===== config.mk =====
export PLATFORM = sky130hd
export DESIGN_NAME = ascii_bit_packer
export DESIGN_NICKNAME = d
export VERILOG_FILES = /design/src/rtl/ascii_bit_packer_pkg.sv /design/src/rtl/ascii_bit_packer_fifo.sv /design/src/rtl/ascii_bit_packer.sv
export SDC_FILE = /design/constraint.sdc
export NUM_CORES = 1
export LEC_CHECK = 0
export CORE_ASPECT_RATIO = 0.8
export CORE_UTILIZATION = 45
export CTS_BUF_LIST = sky130_fd_sc_hd__clkbuf_8
export DETAILED_ROUTE_END_ITERATION = 10
export DONT_BUFFER_PORTS = 1
export GPL_TIMING_DRIVEN = 0
export SLEW_MARGIN = 20
export SYNTH_ARGS = -nofsm -noshare
export SYNTH_HDL_FRONTEND = slang
export SYNTH_HIERARCHICAL = 1
export SYNTH_SLANG_ARGS = --single-unit

===== constraint.sdc =====
create_clock -name clk -period 2.4 [get_ports clk]
set_input_delay 0.12 -clock clk [delete_from_list [all_inputs] [get_ports clk]]
set_output_delay 0.12 -clock clk [all_outputs]
set_load 0.005 [all_outputs]

===== src/rtl/ascii_bit_packer_pkg.sv =====
// Shared constants, state and character-class types for the ASCII bit packer.
package ascii_bit_packer_pkg;

   localparam logic [7:0] ASCII_ZERO = 8'h30;
   localparam logic [7:0] ASCII_ONE  = 8'h31;
   localparam logic [7:0] ASCII_CR   = 8'h0D;
   localparam logic [7:0] ASCII_LF   = 8'h0A;
   localparam logic [7:0] ASCII_SP   = 8'h20;

   typedef enum logic {
      COLLECT = 1'b0,
      PUSH    = 1'b1
   } pack_state_e;

   typedef enum logic [2:0] {
      BIT0    = 3'd0,
      BIT1    = 3'd1,
      TERM    = 3'd2,
      SKIP    = 3'd3,
      ILLEGAL = 3'd4
   } char_class_e;

   function automatic char_class_e classify(input logic [7:0] c);
      char_class_e cls;
      case (c)
         ASCII_ZERO:         cls = BIT0;
         ASCII_ONE:          cls = BIT1;
         ASCII_CR, ASCII_LF: cls = TERM;
         ASCII_SP:           cls = SKIP;
         default:            cls = ILLEGAL;
      endcase
      return cls;
   endfunction

endpackage


===== src/rtl/ascii_bit_packer_fifo.sv =====
// First-word-fall-through FIFO; a push while full is accepted only alongside a pop.
module sync_fifo_fwft #(
   parameter int unsigned B = 8,
   parameter int unsigned W = 4
) (
   input  logic         clk,
   input  logic         reset,
   input  logic         push_i,
   input  logic [B-1:0] data_i,
   input  logic         pop_i,
   output logic [B-1:0] data_o,
   output logic         empty_o,
   output logic         full_o
);

   localparam int unsigned DEPTH = 1 << W;

   logic [B-1:0] mem_q [DEPTH];
   logic [W-1:0] wr_ptr_q, rd_ptr_q;
   logic [W-1:0] wr_ptr_inc, rd_ptr_inc;
   logic         empty_q, full_q;
   logic         do_push, do_pop;

   always_comb begin
      do_pop     = pop_i & ~empty_q;
      do_push    = push_i & (~full_q | do_pop);
      wr_ptr_inc = wr_ptr_q + W'(1);
      rd_ptr_inc = rd_ptr_q + W'(1);
   end

   always_ff @(posedge clk) begin
      if (do_push) mem_q[wr_ptr_q] <= data_i;
   end

   always_ff @(posedge clk or posedge reset) begin
      if (reset) begin
         wr_ptr_q <= '0;
         rd_ptr_q <= '0;
         empty_q  <= 1'b1;
         full_q   <= 1'b0;
      end else begin
         if (do_push) wr_ptr_q <= wr_ptr_inc;
         if (do_pop)  rd_ptr_q <= rd_ptr_inc;
         if (do_push && !do_pop) begin
            empty_q <= 1'b0;
            full_q  <= (wr_ptr_inc == rd_ptr_q);
         end else if (do_pop && !do_push) begin
            full_q  <= 1'b0;
            empty_q <= (rd_ptr_inc == wr_ptr_q);
         end
      end
   end

   // Head word is forced to zero when empty so the output is clean out of reset.
   assign data_o  = empty_q ? '0 : mem_q[rd_ptr_q];
   assign empty_o = empty_q;
   assign full_o  = full_q;

endmodule


===== src/rtl/ascii_bit_packer.sv =====
// Packs ASCII '0'/'1' UART characters into DATA_W-bit words buffered in a FWFT FIFO.
// Define ASCII_PACK_PAD_EN to zero-pad and push partial words on a terminator.
module ascii_bit_packer
   import ascii_bit_packer_pkg::*;
#(
   parameter int unsigned DATA_W    = 8,
   parameter int unsigned ADDR_W    = 4,
   parameter int unsigned MSB_FIRST = 1
) (
   input  logic                         clk,
   input  logic                         reset,
   input  logic [7:0]                   rx_data,
   input  logic                         rx_valid,
   output logic [DATA_W-1:0]            out_data,
   output logic                         out_valid,
   input  logic                         out_ready,
   output logic                         full,
   output logic [$clog2(DATA_W+1)-1:0]  bit_cnt,
   output logic                         err_char,
   output logic                         err_short,
   output logic                         overflow,
   input  logic                         clr_ovf
);

   localparam int unsigned CNT_W = $clog2(DATA_W + 1);
   localparam int unsigned IDX_W = $clog2(DATA_W);

   pack_state_e       state_q;
   logic [DATA_W-1:0] shift_q, shift_base, shift_d;
   logic [CNT_W-1:0]  bit_cnt_q, cnt_base, cnt_d;
   logic [IDX_W-1:0]  bit_idx;
   char_class_e       cls;
   logic              err_char_q, err_short_q, overflow_q;
   logic              fifo_empty, fifo_full;
   logic              push_c, pop_c, ovf_set_c;

   // PUSH clears the accumulator; a bit arriving in that cycle merges onto the cleared value.
   always_comb begin
      cls        = classify(rx_data);
      cnt_base   = (state_q == PUSH) ? '0 : bit_cnt_q;
      shift_base = (state_q == PUSH) ? '0 : shift_q;
      bit_idx    = (MSB_FIRST != 0) ? (IDX_W'(DATA_W - 1) - IDX_W'(cnt_base))
                                    : IDX_W'(cnt_base);
      shift_d          = shift_base;
      shift_d[bit_idx] = (cls == BIT1);
      cnt_d            = cnt_base + CNT_W'(1);
   end

   always_comb begin
      push_c    = (state_q == PUSH);
      pop_c     = ~fifo_empty & out_ready;
      ovf_set_c = push_c & fifo_full & ~pop_c;
   end

   always_ff @(posedge clk or posedge reset) begin
      if (reset) begin
         state_q     <= COLLECT;
         shift_q     <= '0;
         bit_cnt_q   <= '0;
         err_char_q  <= 1'b0;
         err_short_q <= 1'b0;
         overflow_q  <= 1'b0;
      end else begin
         err_char_q  <= 1'b0;
         err_short_q <= 1'b0;
         state_q     <= COLLECT;
         shift_q     <= shift_base;
         bit_cnt_q   <= cnt_base;
         if (rx_valid) begin
            case (cls)
               BIT0, BIT1: begin
                  shift_q   <= shift_d;
                  bit_cnt_q <= cnt_d;
                  if (cnt_d == CNT_W'(DATA_W)) state_q <= PUSH;
               end
               TERM: begin
                  if (cnt_base != '0) begin
                     err_short_q <= 1'b1;
`ifdef ASCII_PACK_PAD_EN
                     state_q     <= PUSH;
`else
                     shift_q     <= '0;
                     bit_cnt_q   <= '0;
`endif
                  end
               end
               ILLEGAL: err_char_q <= 1'b1;
               default: ;
            endcase
         end
         // A new overflow outranks a clear in the same cycle.
         if (ovf_set_c)    overflow_q <= 1'b1;
         else if (clr_ovf) overflow_q <= 1'b0;
      end
   end

   sync_fifo_fwft #(
      .B (DATA_W),
      .W (ADDR_W)
   ) u_fifo (
      .clk     (clk),
      .reset   (reset),
      .push_i  (push_c),
      .data_i  (shift_q),
      .pop_i   (pop_c),
      .data_o  (out_data),
      .empty_o (fifo_empty),
      .full_o  (fifo_full)
   );

   assign out_valid = ~fifo_empty;
   assign full      = fifo_full;
   assign bit_cnt   = bit_cnt_q;
   assign err_char  = err_char_q;
   assign err_short = err_short_q;
   assign overflow  = overflow_q;

endmodule


==> results of run 1 <==
## placed cells by master (no fill, tap or decap), types with 9 or more instances in the layout
cell type and count:
nand3_1 14, a22oi_1 26, xnor2_1 12, edfxtp_1 128
nand2_1 26, inv_1 11, dlygate4sd3_1 16, ha_1 9
mux2i_1 50, dfrtp_1 25, nand2b_1 11, clkbuf_8 17
and2_1 10
## metrics by stage
step	setup slack [ns]	utilization [%]	hold slack (ns)	power, mW	area, um2
floorplan	0.460	-	-0.0405	4.70	6810
global placement	0.0860	48.4	0.0183	5.29	7040
detailed placement	0.0548	48.4	0.0229	5.31	7040
CTS	0.00654	52.2	0.00573	7.28	7590
global route	0.00864	52.5	0.0492	7.60	7630
finish	0.128	52.5	0.0459	7.25	7630
## state kept, by name, summed over array words and instances, names as in the netlist
register         cells
bit_cnt              4
u_fifo/mem_q       128
u_fifo/wr_ptr_q      4
push_c               1
overflow             1
u_fifo/empty_o       1
u_fifo/rd_ptr_q      4
shift_q              8
u_fifo/full_o        1
err_char             1
err_short            1
## logic make-up after synthesis
kind of cell,Yosys count,share of synthesized area [%]
DFF,154,66.1
and+or+nand+nor,110,9.80
AOI/OAI and AO/OA,70,7.41
muxes,59,10.2
buffers and inverters,31,2.85
xor gates and xnor gates,16,2.06
adders and majority gates,9,1.65
## worst min path at each step
stage / startpoint / cells after the start / to
5_1_grt: rx_data[7] / 3 / err_short$_DFF_PP0_
3_5_place_dp: reset / 1 / u_fifo/full_o$_DFFE_PP0P_
6_report: rx_data[7] / 3 / err_short$_DFF_PP0_
3_3_place_gp: reset / 1 / u_fifo/full_o$_DFFE_PP0P_
2_1_floorplan: reset / 1 / u_fifo/full_o$_DFFE_PP0P_
4_1_cts: rx_data[7] / 3 / err_short$_DFF_PP0_
## cells in the mapped netlist (7+ instances only)
library cell,instances
mux2i_1,50
nand3_1,14
xnor2_1,12
dfrtp_1,25
nand2b_1,11
nor2_1,7
ha_1,9
and2_1,15
edfxtp_1,128
a22oi_1,26
inv_1,10
nand2_1,26
## tightest hold or removal path: stages
cell	delay [ns]
nor2_1	0.04
o2111ai_2	0.18
nor3_1	0.09
## routing by layer
layer	share of wire [%]	GRT usage (%)	up-vias	routed length [um]
li1	-	-	1813	-
met3	4.8	4.65	10	730
met2	45	31.2	122	6870
met5	0	0	-	0
met1	48	30.5	2021	7310
met4	1.3	5.78	0	189
## timing repair
item,CTS,global route
gates resized for setup,4,16
hold endpoints to repair,37,0
buffers inserted,0,1
gates cloned,0,0
pin swaps,0,1
setup endpoints to repair,8,139
hold buffers,16,0
## cell type report
type / instances / area [um2]
inverter: 11 / 41.3
tap: 184 / 230
sequential: 154 / 4500
buffer: 20 / 158
multi-input combinational: 264 / 2140
clock buffer: 17 / 234
fill: 1221 / 6910
clock inverter: 15 / 159
timing repair buffer: 17 / 168
## power by group through the flow
stage | Sequential [mW] | Combinational (mW) | Clock [mW]
global placement | 3.16 | 2.13 | 0
CTS | 3.11 | 2.18 | 1.99
detailed placement | 3.17 | 2.15 | 0
finish | 3.11 | 2.19 | 1.94
global route | 3.13 | 2.37 | 2.10
floorplan | 3.11 | 1.59 | 0
==> flow_summary.ini, run 1 <==
[run_status]
status = finished clean

[power]
max-vdd-ir-drop_uv = 393
p_sw_mw = 2.36
power_frac_comb_pct = 30.3
sw_frac_of_total_pct = 32.5
seqPwrFrac_pct = 42.9
power_density_nw_per_um2 = 950
p_int_mw = 4.89
p_leak_nw = 2.83
power.share.clock_pct = 26.8

[critical_path]
cp_num_cells = 6
path_buf_inv = 2
r2r_setup_slack_ns = 0.19
worstPathRequired_ns = 2.28
worstReg2RegEnd = u_fifo/mem_q[3][0]$_DFFE_PP_
critPathSlowestCell = dfrtp_1
start_kind = flop
crit_chain = buf_4 -> nor2b_1 -> clkbuf_2 -> a22oi_1 -> nand2_1 -> o21ai_1
critPathMaxStageDelay_ns = 0.46
arrival_ns = 2.15
worstRegToRegCells = 6
setup.worst_path.end_class = primary output
worstPathMaxFanout = 10
crit-reg2reg-launch = u_fifo/empty_o$_DFFE_PP1P_
cp_top_family = compound AO/OA/AOI/OAI gates
cp-startpoint = u_fifo/rd_ptr_q[1]$_DFFE_PP0P_
worstSetupPathType = flop to primary output
critPathCapture = out_data[6]

[sta]
fin_setup_tns_ns = 0
worstMarginPinSlew_ns = 0.727
setup_viol = 0
slew-limit-headroom_pct = 51.3
slew_viol_final = 0
final-hold-violation-count = 0
rsz0062_at_grt = no
skew_ns = 0.0102
period_share_pct = 94.7
fin_crit_ns = 2.27
fmax_mhz = 440

[detailed_routing]
wire_per_inst_um = 22.1
drt-initial-drc-count = 317
drc = 0
routed_wl_um = 15100
viasPerCell = 5.82
ant_nets = 0
firstDrtPassIters = 4
vias = 3966

[logic_synthesis]
synth-seq-cells = 154
synthDistinctLibCells = 62
synth_area_um2 = 6810
ys.flop_type = edfxtp_1
synth_top_area_share_pct = 56.5
yosysWarningCount = 6
ys_top_cells_by_area = edfxtp_1, dfrtp_1, mux2i_1, a22oi_1, ha_1
synthCells = 449
synth_edf_count = 128
synth_nets = 471
seq_area_frac_synth_pct = 66.1
avgSynthCellArea_um2 = 15.2
synth_area_leader_cell = edfxtp_1
synth-async-reset-ratio_pct = 16.9

[floorplanning]
die_area_um2 = 15600
num_rows = 39
die_y_um = 112
start_util_pct = 46.8
placeableCoreArea_um2 = 14500
io_pins = 30
die_w_um = 139

[clocking]
cts_buffers = 17
cts_max_level = 4
clkSlewWorstSetupHoldPaths_ns = 0.08
cts_root_buffer = clkbuf_8
cts_tree = built
clkSinkCount = 154
insertion_delay_ns = 0.45
cts_buffer_depth = 2

[final_layout]
drive_above_1_share_pct = 15.5
fin_cells = 682
nets = 507
syn_to_final_growth_pct = 12.1
insertedDiodeCount = 0

[place]
dp_hpwl_um = 9500
place_congestion = 0.866
io_buffer_count = 0
placed_cells_incl_taps = 633

[global_route]
antenna_found_initial = 0
grt_pass1_wl_um = 23400
grt-ovfl-total = 0
grt_pass1_vias = 3915
track_usage_pct = 20.8
grt_max_degree = 20

[job]
drv_cap = 0

[min_path]
hold_class = input port to flop
(Power assumes the default switching activity.)
==> run 2: changes to the inputs <==
Settings changed: CORE_UTILIZATION 45 to 35.
==> run 2 against run 1 <==
  * Sequential power is essentially flat
  * Critical endpoint is now u_fifo/mem_q[14][4]$_DFFE_PP_
  * Fmax up 1.9%
  * Clock-buffer cell count grew 4
==> flow_summary.ini, run 2 (synthesis gave the netlist of run 1 again) <==
[clocking]
cts_buffer_depth = 2
cts_tree = built
insertion_delay_ns = 0.44
cts_root_buffer = clkbuf_8
cts_max_level = 4
clkSlewWorstSetupHoldPaths_ns = 0.09
cts_buffers = 17
clkSinkCount = 154

[floorplanning]
die_w_um = 158
num_rows = 45
die_area_um2 = 20000
placeableCoreArea_um2 = 19000
start_util_pct = 35.8
die_y_um = 127
io_pins = 30

[place]
place_area_um2 = 7130
io_buffer_count = 0
dp_hpwl_um = 9960
placed_cells_incl_taps = 707
post-place-ws_ns = 0.0689
place_congestion = 0.863

[final_layout]
nets = 506
fin_area_um2 = 7670
largest_reg_flops = 128
final_core_util_pct = 40.3
syn_to_final_growth_pct = 12.8
fin_cells = 755
layout_top_registers = u_fifo/mem_q: 128 flops, shift_q: 8 flops
regMostFlops = u_fifo/mem_q
insertedDiodeCount = 0
final_cell_mix = edfxtp_1, mux2i_1, nand2_1, a22oi_1, dfrtp_1
drive_above_1_share_pct = 15.3
final_common_cell = edfxtp_1

[detailed_routing]
viasPerCell = 5.32
wire_per_inst_um = 20.2
routed_wl_um = 15300
vias = 4020
drt-initial-drc-count = 325
ant_nets = 0
drc = 0
firstDrtPassIters = 5

[sta]
slew-limit-headroom_pct = 49.0
postLayoutSetupSlackWorst_ns = 0.171
fin_crit_ns = 2.23
timing.hold.ws_ns = 0.0432
fin_setup_tns_ns = 0
final-hold-violation-count = 0
skew_ns = 0.0176
period_share_pct = 92.9
setup_viol = 0
worstMarginPinSlew_ns = 0.765
fmax_mhz = 449
rsz0062_at_grt = no
slew_viol_final = 0

[critical_path]
crit-reg2reg-launch = u_fifo/empty_o$_DFFE_PP1P_
start_kind = flop
worstPathRequired_ns = 2.48
cp-startpoint = u_fifo/empty_o$_DFFE_PP1P_
worstSetupPathType = flop to flop
arrival_ns = 2.31
worstPathMaxFanout = 10
setup.worst_path.end_class = flop

[global_route]
track_usage_pct = 16.1
antenna_found_initial = 0
grt_max_degree = 20
grt_pass1_wl_um = 23200
grt_pass1_vias = 4051
grt-ovfl-total = 0

[job]
drv_cap = 0

[run_status]
status = finished clean

[power]
max-vdd-ir-drop_uv = 464
power_density_nw_per_um2 = 929
p_leak_nw = 2.83
finalPower_mw = 7.13

[min_path]
hold_start = rx_data[7]
hold_class = input port to flop
run 2: cell types whose count changed in the layout (fill, tap and decap cells not counted), moves of 2 or more:
cell | previous run | this run
nor2b_2 | 2 | 0
clkinv_4 | 3 | 0
clkbuf_8 | 17 | 21
bufinv_16 | 3 | 1
inv_1 | 11 | 13
nor2b_1 | 3 | 5
inv_4 | 0 | 2
clkinv_1 | 4 | 1
run 2: path summary, 6_finish.rpt:
kind / cells after the start / slack, ns / to
max in group asynchronous: 2 / 1.76 / shift_q[5]$_DFF_PP0_
min in group asynchronous: 2 / 0.13 / u_fifo/full_o$_DFFE_PP0P_
max reg2reg: 6 / 0.17 / u_fifo/mem_q[14][4]$_DFFE_PP_
min: 3 / 0.04 / err_short$_DFF_PP0_
max: 6 / 0.17 / u_fifo/mem_q[14][4]$_DFFE_PP_
min reg2reg: 1 / 0.58 / u_fifo/rd_ptr_q[3]$_DFFE_PP0P_
run 2: timing repair:
action | in CTS | in global routing
setup endpoints to repair | 8 | 140
setup buffers | 0 | 1
hold endpoints to repair | 37 | 0
resized for setup | 1 | 16
pin swaps | 0 | 2
hold buffers | 15 | 0
run 2: final cells by class:
cell class	count	area, um2
Multi-Input combinational cell	264	2130
Clock inverter	11	78.8
Clock buffer	21	289
Buffer	20	156
Tap cell	258	323
Inverter	11	41.3
Sequential cell	154	4500
Timing Repair Buffer	16	158
Fill cell	1819	11400
run 2: routing by layer:
| metal | track usage (%) | share of wire (%) | up-vias |
|---|---|---|---|
| met1 | 23.1 | 48 | 2077 |
| met5 | 0 | 0 | - |
| met2 | 24.5 | 46 | 117 |
| li1 | - | - | 1807 |
| met3 | 3.42 | 4.5 | 19 |
| met4 | 4.63 | 1.2 | 0 |
run 2: critical path, cell delays in order, from the launching register on:
cell      delay, ns
dfstp_2        0.43
nor2b_1        0.17
nor2b_4        0.22
inv_1          0.11
a21boi_2       0.23
buf_4          0.21
and4_1         0.50
run 2: power by group:
part	internal (mW)	switching, mW	leakage [nW]
logic	0.904	1.27	1.09
clock network	0.912	0.910	0.210
registers	2.98	0.151	1.53
==> run 3: changes to the inputs <==
Settings changed: ABC_AREA from default to 1.
==> run 3 against run 2 <==
  * The flow now finishes with violations (setup timing)
  * Final cell count up 43%
  * Combinational power up 9%
  * Synthesized cell count up 73%
  * Fmax decreased by 8.1%
  * Non-clock buffer count is 2 higher
  * Die area is 7.6% higher
  * Sequential cell count is the same
==> flow_summary.ini, run 3 <==
[run_status]
status = finished with violations
violations = setup timing

[critical_path]
worstSetupPathType = flop to flop
worstRegToRegCells = 9
r2r_setup_slack_ns = -0.03
cp_num_cells = 9
cp-startpoint = u_fifo/empty_o$_DFFE_PP1P_
crit_chain = nor2_1 -> inv_1 -> nor2_8 -> inv_2 -> nand2_2 -> nand2_2 -> inv_2 -> nand2_4 -> nor2_1
worstReg2RegEnd = u_fifo/mem_q[9][7]$_DFFE_PP_
critPathMaxStageDelay_ns = 0.67
worstPathRequired_ns = 2.49
setup.worst_path.end_class = flop
critPathSlowestCell = nor2_1
cp_top_family = simple AND/OR/NAND/NOR gates
start_kind = flop
crit-reg2reg-launch = u_fifo/empty_o$_DFFE_PP1P_
worstPathMaxFanout = 9
arrival_ns = 2.51
path_buf_inv = 3

[floorplanning]
placeableCoreArea_um2 = 20100
die_w_um = 164
io_pins = 30
num_rows = 46
die_area_um2 = 21500
start_util_pct = 36.4
die_y_um = 131

[clocking]
clkSinkCount = 154
cts_max_level = 4
cts_buffer_depth = 2
cts_buffers = 17
cts_tree = built
insertion_delay_ns = 0.46
clkSlewWorstSetupHoldPaths_ns = 0.08
cts_root_buffer = clkbuf_8

[final_layout]
nets = 826
fin_area_um2 = 8150
fin_cells = 1079
multiInputGateArea_um2 = 2280
fillers = 2006
syn_to_final_growth_pct = 11.1
drive_above_1_share_pct = 9.82
seq_area_um2 = 4500
layout_top_registers = u_fifo/mem_q: 128 flops, shift_q: 8 flops
regMostFlops = u_fifo/mem_q
final_cell_mix = nand2_1, edfxtp_1, nand3_1, inv_1, nor2_1
largest_reg_flops = 128
final_common_cell = nand2_1
insertedDiodeCount = 0

[detailed_routing]
top_layer = met4
firstDrtPassIters = 5
drt-initial-drc-count = 675
routed_wl_um = 18200
m1WireLength_um = 8740
route.met2.wl_um = 8110
vias = 5284
viasPerCell = 4.90
dr_wl_met3_um = 1120
wire_per_inst_um = 16.9
drc = 0
ant_nets = 0

[power]
power_density_nw_per_um2 = 889
p_leak_nw = 3.64
sw_frac_of_total_pct = 36.0
seqPwrFrac_pct = 40.7
p_int_mw = 4.63
power_frac_comb_pct = 32.8
p_sw_mw = 2.61
max-vdd-ir-drop_uv = 418
power.share.clock_pct = 26.5

[logic_synthesis]
synthDistinctLibCells = 32
synth_area_leader_cell = edfxtp_1
synth-xor-area-share_pct = 1.43
avgSynthCellArea_um2 = 9.44
ys_top_cells_by_area = edfxtp_1, nand2_1, dfrtp_1, nand3_1, inv_1
synth_top_family_by_area = simple AND/OR/NAND/NOR gates
synth-seq-cells = 154
yosysWarningCount = 6
synth-async-reset-ratio_pct = 16.9
synth_compound_area_share_pct = 2.06
ys.flop_type = edfxtp_1
synthSimpleGateAreaFrac_pct = 25.6
synth_edf_count = 128
synth_nets = 799
synth_fa_ha_area_share_pct = 1.54
synth_common_cells = nand2_1, edfxtp_1, nand3_1, inv_1, nor2_1
synth_top_area_share_pct = 52.4
synthMuxAreaShare_pct = 0
synth_area_um2 = 7330
seq_area_frac_synth_pct = 61.3
synth.most_common_cell = nand2_1
synthCells = 777

[job]
drv_cap = 0

[global_route]
grt_pass1_wl_um = 28600
track_usage_pct = 18.0
antenna_found_initial = 0
grt_pass1_vias = 4980
grt-ovfl-total = 0
grt_max_degree = 19

[place]
place_congestion = 0.826
placed_cells_incl_taps = 1041
io_buffer_count = 0
place_area_um2 = 7660
dp_hpwl_um = 12300

[sta]
fin_crit_ns = 2.43
timing.hold.ws_ns = 0.0369
period_share_pct = 101
fmax_mhz = 412
worstMarginPinSlew_ns = 0.862
slew-limit-headroom_pct = 42.3
slew_viol_final = 0
final-hold-violation-count = 0
skew_ns = 0.00583
rsz0062_at_grt = yes
postLayoutSetupSlackWorst_ns = -0.0264
setup_viol = 8

[min_path]
hold_class = input port to flop
min_path_cells = 4
min_to = err_char$_DFF_PP0_
hold_start = rx_data[0]
## run 3: cell types whose count changed in the layout (fill, tap and decap cells not counted), sizes merged, moves of 11 or more
cell	before	now
mux2i	50	0
xnor2	12	1
nand2b	12	0
a22oi	26	0
and2	16	0
nand3	15	111
inv	15	105
nor2	7	43
nand2	26	279
buf	15	28
## run 3: worst max-delay path by stage
| stage | to | slack, ns |
|---|---|---|
| floorplan | u_fifo/full_o$_DFFE_PP0P_ | 0.52 |
| global placement | u_fifo/mem_q[5][1]$_DFFE_PP_ | -0.03 |
| detailed placement | u_fifo/mem_q[2][2]$_DFFE_PP_ | -0.05 |
| CTS | u_fifo/mem_q[9][7]$_DFFE_PP_ | 0.01 |
| global route | u_fifo/mem_q[1][6]$_DFFE_PP_ | -0.16 |
| finish | u_fifo/mem_q[9][7]$_DFFE_PP_ | -0.03 |
## run 3: logic make-up (layout without fill, tap and decap cells)
| family | count (synthesis) | after routing |
|---|---|---|
| simple gates | 441 | 441 |
| flops | 154 | 154 |
| buf+inv | 134 | 172 |
| compound gates | 27 | 27 |
| xor+xnor | 12 | 12 |
| fa+ha+maj | 9 | 9 |
## run 3: what timing repair did
action,4_1_cts,5_1_grt
hold buffers,8,0
setup buffers,0,0
setup endpoints to repair,40,88
gates cloned,0,0
endpoints found under the hold margin,31,0
resized for setup,5,8
pin swaps,0,0
## run 3: per-layer routing
metal	global-route usage [%]	up-vias
met5	0	-
met1	26.5	2532
met2	26.6	158
li1	-	2571
met3	3.76	23
met4	5.20	0
## run 3: power by group through the flow
| stage | sequential, mW | combinational [mW] | clock (mW) |
|---|---|---|---|
| 2_1_floorplan | 3.00 | 1.62 | 0 |
| 3_3_place_gp | 3.01 | 2.32 | 0 |
| 3_5_place_dp | 3.01 | 2.33 | 0 |
| 4_1_cts | 2.95 | 2.36 | 1.96 |
| 5_1_grt | 2.96 | 2.59 | 2.07 |
| 6_report | 2.95 | 2.37 | 1.92 |
## run 3: layout make-up
class	count	share of cell area [%]
Buffer	30	2.46
Clock buffer	17	2.87
Clock inverter	13	1.70
Inverter	104	4.82
Multi-Input combinational cell	489	27.9
Sequential cell	154	55.2
Tap cell	264	4.05
Timing Repair Buffer	8	0.983
## run 3: worst min-delay path, cell delays in order
cell and delay (ns):
nor2_1 0.02, nand3_1 0.14, nand3_1 0.09, nor2_1 0.08
## run 3: metrics by stage
stage	setup WS (ns)	TNS [ns]	utilization (%)	total power [mW]
final	-0.0264	-0.189	40.4	7.24
after global routing	-0.161	-3.68	40.4	7.62
after CTS	0.00992	0	40.3	7.27
after detailed placement	-0.0500	-1.10	38.0	5.34
after global placement	-0.0311	-0.719	38.0	5.33
after floorplan	0.516	0	-	4.62
